### src/rtl/mvm_sequencer.sv
// mvm_sequencer: control sequencer for the matrix-vector multiply datapath.
// Reads ROWS matrix words plus one vector word over an Avalon-MM style read
// port, unpacks each word MSB byte first into the per-row FIFOs, then runs
// the MAC array for COLS cycles, waits DRAIN cycles and reports done.
// Optional: define MVM_SEQ_PERF_CNT_EN to add the perf_cycles busy counter.
module mvm_sequencer #(
   parameter int unsigned       ROWS      = 8,
   parameter int unsigned       COLS      = 8,
   parameter int unsigned       DW        = 8,
   parameter int unsigned       ADDR_W    = 32,
   parameter logic [ADDR_W-1:0] BASE_ADDR = '0,
   parameter int unsigned       DRAIN     = 2
) (
   input  logic                 clk,
   input  logic                 rst_n,
   input  logic                 start,
   output logic                 busy,
   output logic                 done,
   output logic [ADDR_W-1:0]    mem_address,
   output logic                 mem_read,
   input  logic [COLS*DW-1:0]   mem_readdata,
   input  logic                 mem_readdatavalid,
   input  logic                 mem_waitrequest,
   output logic [ROWS:0]        fifo_wr_en,
   output logic [DW-1:0]        fifo_wdata,
   input  logic [ROWS:0]        fifo_full,
   output logic                 fifo_rd_en,
   output logic                 mac_en,
   output logic                 mac_clr
`ifdef MVM_SEQ_PERF_CNT_EN
   ,
   output logic [31:0]          perf_cycles
`endif
);

   localparam int unsigned RW = $clog2(ROWS + 1);
   localparam int unsigned BW = (COLS > 1) ? $clog2(COLS) : 1;
   localparam int unsigned CW = (DRAIN > 1) ? $clog2(DRAIN) : 1;
   localparam logic [BW-1:0] LastByte = BW'(COLS - 1);
   localparam logic [CW-1:0] LastDrain = CW'(DRAIN - 1);

   typedef enum logic [2:0] {
      StIdle, StFillBuf, StFillFifo, StCalc, StWait, StDone
   } state_t;

   state_t                state;
   logic [RW-1:0]         row;
   logic [RW-1:0]         row_inc;
   logic [BW-1:0]         byte_cnt;
   logic [CW-1:0]         drain_cnt;
   logic [COLS*DW-1:0]    word_buf;
   logic                  accepted;
   logic                  accept_now;
   logic                  data_ok;

   assign row_inc    = row + 1'b1;
   assign accept_now = mem_read && !mem_waitrequest;
   // Valid only counts once our single request has been (or is being) accepted
   assign data_ok    = mem_readdatavalid && (accepted || accept_now);

   // Sequencer FSM with registered control outputs
   always_ff @(posedge clk or negedge rst_n) begin
      if (!rst_n) begin
         state       <= StIdle;
         row         <= '0;
         byte_cnt    <= '0;
         drain_cnt   <= '0;
         word_buf    <= '0;
         accepted    <= 1'b0;
         busy        <= 1'b0;
         done        <= 1'b0;
         mem_read    <= 1'b0;
         mem_address <= '0;
         fifo_rd_en  <= 1'b0;
         mac_en      <= 1'b0;
         mac_clr     <= 1'b0;
      end else begin
         mac_clr <= 1'b0;
         unique case (state)
            StIdle, StDone: begin
               if (start) begin
                  state       <= StFillBuf;
                  row         <= '0;
                  accepted    <= 1'b0;
                  mac_clr     <= 1'b1;
                  busy        <= 1'b1;
                  done        <= 1'b0;
                  mem_read    <= 1'b1;
                  mem_address <= BASE_ADDR;
               end
            end
            StFillBuf: begin
               if (accept_now) begin
                  mem_read <= 1'b0;
                  accepted <= 1'b1;
               end
               if (data_ok) begin
                  word_buf <= mem_readdata;
                  byte_cnt <= '0;
                  accepted <= 1'b0;
                  state    <= StFillFifo;
               end
            end
            StFillFifo: begin
               // The top byte of word_buf is always the next byte to push
               if (!fifo_full[row]) begin
                  word_buf <= word_buf << DW;
                  if (byte_cnt == LastByte) begin
                     byte_cnt <= '0;
                     if (row == RW'(ROWS)) begin
                        state      <= StCalc;
                        fifo_rd_en <= 1'b1;
                        mac_en     <= 1'b1;
                     end else begin
                        row         <= row_inc;
                        mem_read    <= 1'b1;
                        mem_address <= BASE_ADDR + ADDR_W'(row_inc);
                        state       <= StFillBuf;
                     end
                  end else begin
                     byte_cnt <= byte_cnt + 1'b1;
                  end
               end
            end
            StCalc: begin
               if (byte_cnt == LastByte) begin
                  byte_cnt   <= '0;
                  drain_cnt  <= '0;
                  fifo_rd_en <= 1'b0;
                  mac_en     <= 1'b0;
                  if (DRAIN == 0) begin
                     state <= StDone;
                     busy  <= 1'b0;
                     done  <= 1'b1;
                  end else begin
                     state <= StWait;
                  end
               end else begin
                  byte_cnt <= byte_cnt + 1'b1;
               end
            end
            StWait: begin
               if (drain_cnt == LastDrain) begin
                  state <= StDone;
                  busy  <= 1'b0;
                  done  <= 1'b1;
               end else begin
                  drain_cnt <= drain_cnt + 1'b1;
               end
            end
            default: state <= StIdle;
         endcase
      end
   end

   // FIFO push is gated by the full flag in the same cycle, so a stall never drops a byte
   always_comb begin
      fifo_wr_en = '0;
      fifo_wdata = '0;
      if (state == StFillFifo) begin
         fifo_wdata      = word_buf[COLS*DW-1 -: DW];
         fifo_wr_en[row] = !fifo_full[row];
      end
   end

`ifdef MVM_SEQ_PERF_CNT_EN
   // Busy-cycle counter: cleared on start accept, saturating, frozen once busy drops
   always_ff @(posedge clk or negedge rst_n) begin
      if (!rst_n) begin
         perf_cycles <= '0;
      end else if ((state == StIdle || state == StDone) && start) begin
         perf_cycles <= '0;
      end else if (busy && (perf_cycles != 32'hFFFF_FFFF)) begin
         perf_cycles <= perf_cycles + 32'd1;
      end
   end
`else
   // No performance counter in this build
`endif

endmodule

### config.mk
export PLATFORM = sky130hd
export DESIGN_NAME = mvm_sequencer
export DESIGN_NICKNAME = d
export VERILOG_FILES = /design/src/rtl/mvm_sequencer.sv
export SDC_FILE = /design/constraint.sdc
export NUM_CORES = 1
export LEC_CHECK = 0
export BUFFER_PORTS_ARGS = -buffer_cell sky130_fd_sc_hd__buf_2
export CORE_MARGIN = 1
export CORE_UTILIZATION = 27
export CTS_BUF_LIST = sky130_fd_sc_hd__clkbuf_4 sky130_fd_sc_hd__clkbuf_8
export CTS_CLUSTER_SIZE = 14
export DETAILED_ROUTE_END_ITERATION = 6
export PLACE_DENSITY = 0.58
export SLEW_MARGIN = 40
export SYNTH_ARGS = -nofsm -noshare
export SYNTH_HDL_FRONTEND = slang
export SYNTH_SLANG_ARGS = --single-unit
### constraint.sdc
create_clock -name clk -period 2 [get_ports clk]
set_clock_uncertainty 0.15 [all_clocks]
set_input_delay 0.4 -clock clk [delete_from_list [all_inputs] [get_ports clk]]
set_output_delay 0.4 -clock clk [all_outputs]
set_load 0.05 [all_outputs]
* After elaboration in Yosys (flattened, before gate mapping)
Cells that the tools add are included.
** Cells by class
- $add $sub $neg :: 3
- Reductions and logical operators :: 25
- Equality and inequality tests :: 17
- Bitwise operators :: 1
- Multiplexer cells :: 54
- Order comparisons :: 2
** Operator list (number)
- two-way mux 32 bit :: 4
- two-way mux 64 bit :: 2
- case mux 64 bit (2 select lines) :: 1
- case mux 32 bit (2 select lines) :: 1
- two-way mux 3 bit :: 9
- two-way mux 1 bit :: 19
- != test 2 bit, second input constant :: 9
- two-way mux 4 bit :: 4
- case mux 3 bit (5 select lines) :: 1
- AND reduction 3 bit :: 4
- AND reduction 6 bit :: 2
- nonzero test 2 bit :: 6
- case mux 1 bit (2 select lines) :: 5
- AND reduction 5 bit :: 2
- AND 9 bit :: 1
- equality test 3 bit, second input constant :: 3
- two-way mux 9 bit :: 1
- case mux 3 bit (3 select lines) :: 1
- two-way mux 8 bit :: 1
- case mux 4 bit (2 select lines) :: 1
- equality test 3 x 2 -> 1 bit, second input constant :: 2
- nonzero test 3 bit :: 2
- < comparator 4 x 5 -> 1 bit, second input constant :: 1
- adder 4 x 1 -> 4 bit, second input constant :: 1
- 16 further kinds :: 19
** Storage, ports and cells
- Output and inout port bits :: 55
- Register bits after elaboration :: 113
- Input port bits :: 78
- Logic and storage cells :: 114

* Longest topological paths before layout
- Depth in word-level cells :: 6
- Mapped depth :: 9

* Least setup slack after synthesis
No wires, ideal clock.
- Kind :: register -> output
- From :: register, netlist name mem_address[0]
- To :: output port fifo_wr_en[4]
- Path slack :: -756 ps
- Cell stages (with the launch flop) :: 7
- Arrival :: 2206 ps
- Path buffers :: 1
- Path through :: dfrtp_1 > buf_6 > mux2i_1 > o211ai_2 > o22ai_1 > nor2b_1 > and2_1
** RTL lines
- to (decl) :: RTL line 24 : output logic [ROWS:0] fifo_wr_en,

==> results.md <==
- Status: finished, violations left
- Failing checks: setup timing
- R2R cell count: 11
- Max transition margin: 66.2%
- Post-synthesis sequential area ratio: 35.0%
- Io pins: 133
- Setup TNS: -37.76 ns
- Most frequent cells in the layout: 94 x buf_2, 76 x dfrtp_1, 74 x nand2_1
- Critical path class: reg2out
- Yosys top cell area share: 35.0%
- Initial drt markers: 410
- Clk slew on worst S/H paths: 0.08 ns
- Pin count of the biggest net entering global routing: 72
- Max-slew violation count: 0
- P&R area growth vs syn: 38.3%
- Vias in the first global route: 5,181
- Seq cells post-synth: 81
- Drt pass-1 iters: 5
- Syn Area/Cell: 8.68 sq um
- Vias: 5,494
- Ys flop type: dfrtp_1
- Data arrival, critical path: 2.01 ns
- Setup violators final: 91
- Number of diodes: 0
- PortBufs: 104
- CTS root buffer: clkbuf_8
- Multi-input gate area: 3800 sq um
- Yosys Warn Count: 0
- Core area: 21,000 sq um
- Final period util: 128%
- WL final: 18,200 microns
- Clock Sinks: 81
- Synthesized area: 5800 sq um
- Power Dens Cells: 1430 nW/um^2
- Wire per inst: 16.9 microns
- Yosys cell types: 49
- Req. time, crit path: 1.45 ns
- Total CTS buffers: 9
- Maximum vdd drop: 0.000624 V
- Most common library cell in the layout ignoring fill and taps: buf_2
- Top cells by area, synth: dfrtp_1 35%, mux2_2 9.1%, o31ai_1 7.5%
- # rows: 53
- Post-DP HPWL: 11,900 microns
- Placer Congestion: 0.743
- Worst hold margin: 0.116 ns
- Initial antenna violation count: 0
- Asr flop ratio synth: 100%
- Final min period: 2.56 ns
- Die width: 149 microns
- Grt total ovfl: 0
- Antenna Nets Post-Route: 0
- CP Capture Type: output port
- Fillers: 2,128
- Die Y: 149 microns
- CTS tree: yes
- Worst-Margin Slew: 0.503 ns
- Peak Freq: 391 MHz
- Post-synth EDFFs: 0
- Max H-tree Level: 3
- Hold Vio Cnt, Final: 0
- Clock Path Buffers: 2
- Cell count after synthesis: 668
- Die area: 22,100 sq um
- Hold/Removal Path Class: in2reg
- PnR Total Power: 11,500 uW
- Startpoint types: flop
- CP Max Fanout: 6
- Total track usage: 16.7%
- Worst Hold Depth: 2
- FF+latch area: 2040 sq um
- Max Cap Viol: 0
- Starting density of the core: 27.6%
- Pleak: 0.00398 uW
- Yosys top cell by area: dfrtp_1
- Vias per Instance: 5.11
- Worst skew pair latency: 0.38 ns
- First-pass GRT wire length: 28,900 microns
- Share of cells above drive strength 1: 42.6%
- Layout net count: 879
- Unrepaired setup endpoints after global routing: yes
- DR DRC count: 0
- Final WS setup: -0.558 ns
## repair_timing
action,CTS,global route
gates resized for setup,66,28
endpoints found under the setup margin,89,93
pin swaps,7,8
gates cloned,6,0
endpoints found under the hold margin,29,0
buffers inserted,12,5
hold buffers,1,0
## critical path: stages (launching register included)
cell and delay, ns:
dfrtp_2 0.48, mux2i_4 0.28, o211ai_4 0.11, o22ai_4 0.24, buf_12 0.14, and4_4 0.23, buf_8 0.14
## final cells by class
| cell class | count | area share [%] |
|---|---|---|
| clock inverters | 2 | 0.156 |
| multi-input cells | 510 | 47.4 |
| repair buffers | 184 | 20.1 |
| inverters | 9 | 0.421 |
| clock buffers | 14 | 2.25 |
| flip-flops and latches | 81 | 25.4 |
| well taps | 275 | 4.29 |
## sequential cells by signal (all words and copies together) (netlist names)
signal / count
accepted: 1
busy: 1
byte_cnt: 3
done: 1
drain_cnt: 1
mac_clr: 1
mac_en: 1
mem_address: 4
mem_read: 1
state: 3
word_buf: 64
## cell usage after synthesis (all sizes together), types with 4 or more instances
master,count
a21oi,9
buf,50
nor2b,4
ha,6
o31ai,58
nor3,5
a22o,8
clkbuf,45
nor2,9
nand4,57
o22ai,4
dfrtp,81
o21ai,17
mux2i,5
and2,15
a22oi,8
mux2,57
nand2,76
nand2b,60
nand3,59
inv,9
## path summary, 6_finish.rpt
check / start / to / slack [ns]
worst max register to register: mem_address[0] / word_buf[52] / -0.47
max in group asynchronous: rst_n / mem_address[2] / 0.74
worst min-delay path: mem_readdatavalid / accepted / 0.12
worst max-delay path: mem_address[0] / fifo_wr_en[3] / -0.56
worst min register to register: byte_cnt[0] / byte_cnt[0] / 0.35
min in group asynchronous: rst_n / word_buf[48] / 0.38
## report_power, final
part           leakage, uW  internal [uW]  total, uW  switching (uW)
clock network    0.0000995            580       1220             635
logic              0.00278           3710       7750            4040
registers          0.00110           2100       2520             419
## stage by stage
stage               setup slack, ns  utilization, %  area [sq um]  std cells
finish                       -0.558            38.1          8020       1075
global route                 -0.649            38.1          8020       1075
CTS                          -0.617            37.3          7850       1071
detailed placement           -0.311            33.7          7080       1036
global placement             -0.276            33.7          7080       1036
floorplan                    -0.271               -          6160        695
## routing by layer
| metal | global-route usage (%) | up-vias | share of wire (%) |
|---|---|---|---|
| li1 | - | 2630 | - |
| met2 | 24.7 | 138 | 46 |
| met5 | 0 | - | 0 |
| met3 | 2.15 | 17 | 4.2 |
| met1 | 24.8 | 2709 | 49 |
| met4 | 5.41 | 0 | 1.4 |
## cell families (layout without fill, tap and decap cells)
family          Yosys count  count (layout)  share of synthesized area [%]
simple gates            293             293                           26.9
compound gates          121             121                           15.5
buf+inv                 104             209                           9.32
flops                    81              81                           35.0
mux                      62              62                           11.9
fa+ha+maj                 6               6                           1.30
other cells               1              28                         0.0647
Note: power is estimated with default switching activity, not from simulation.
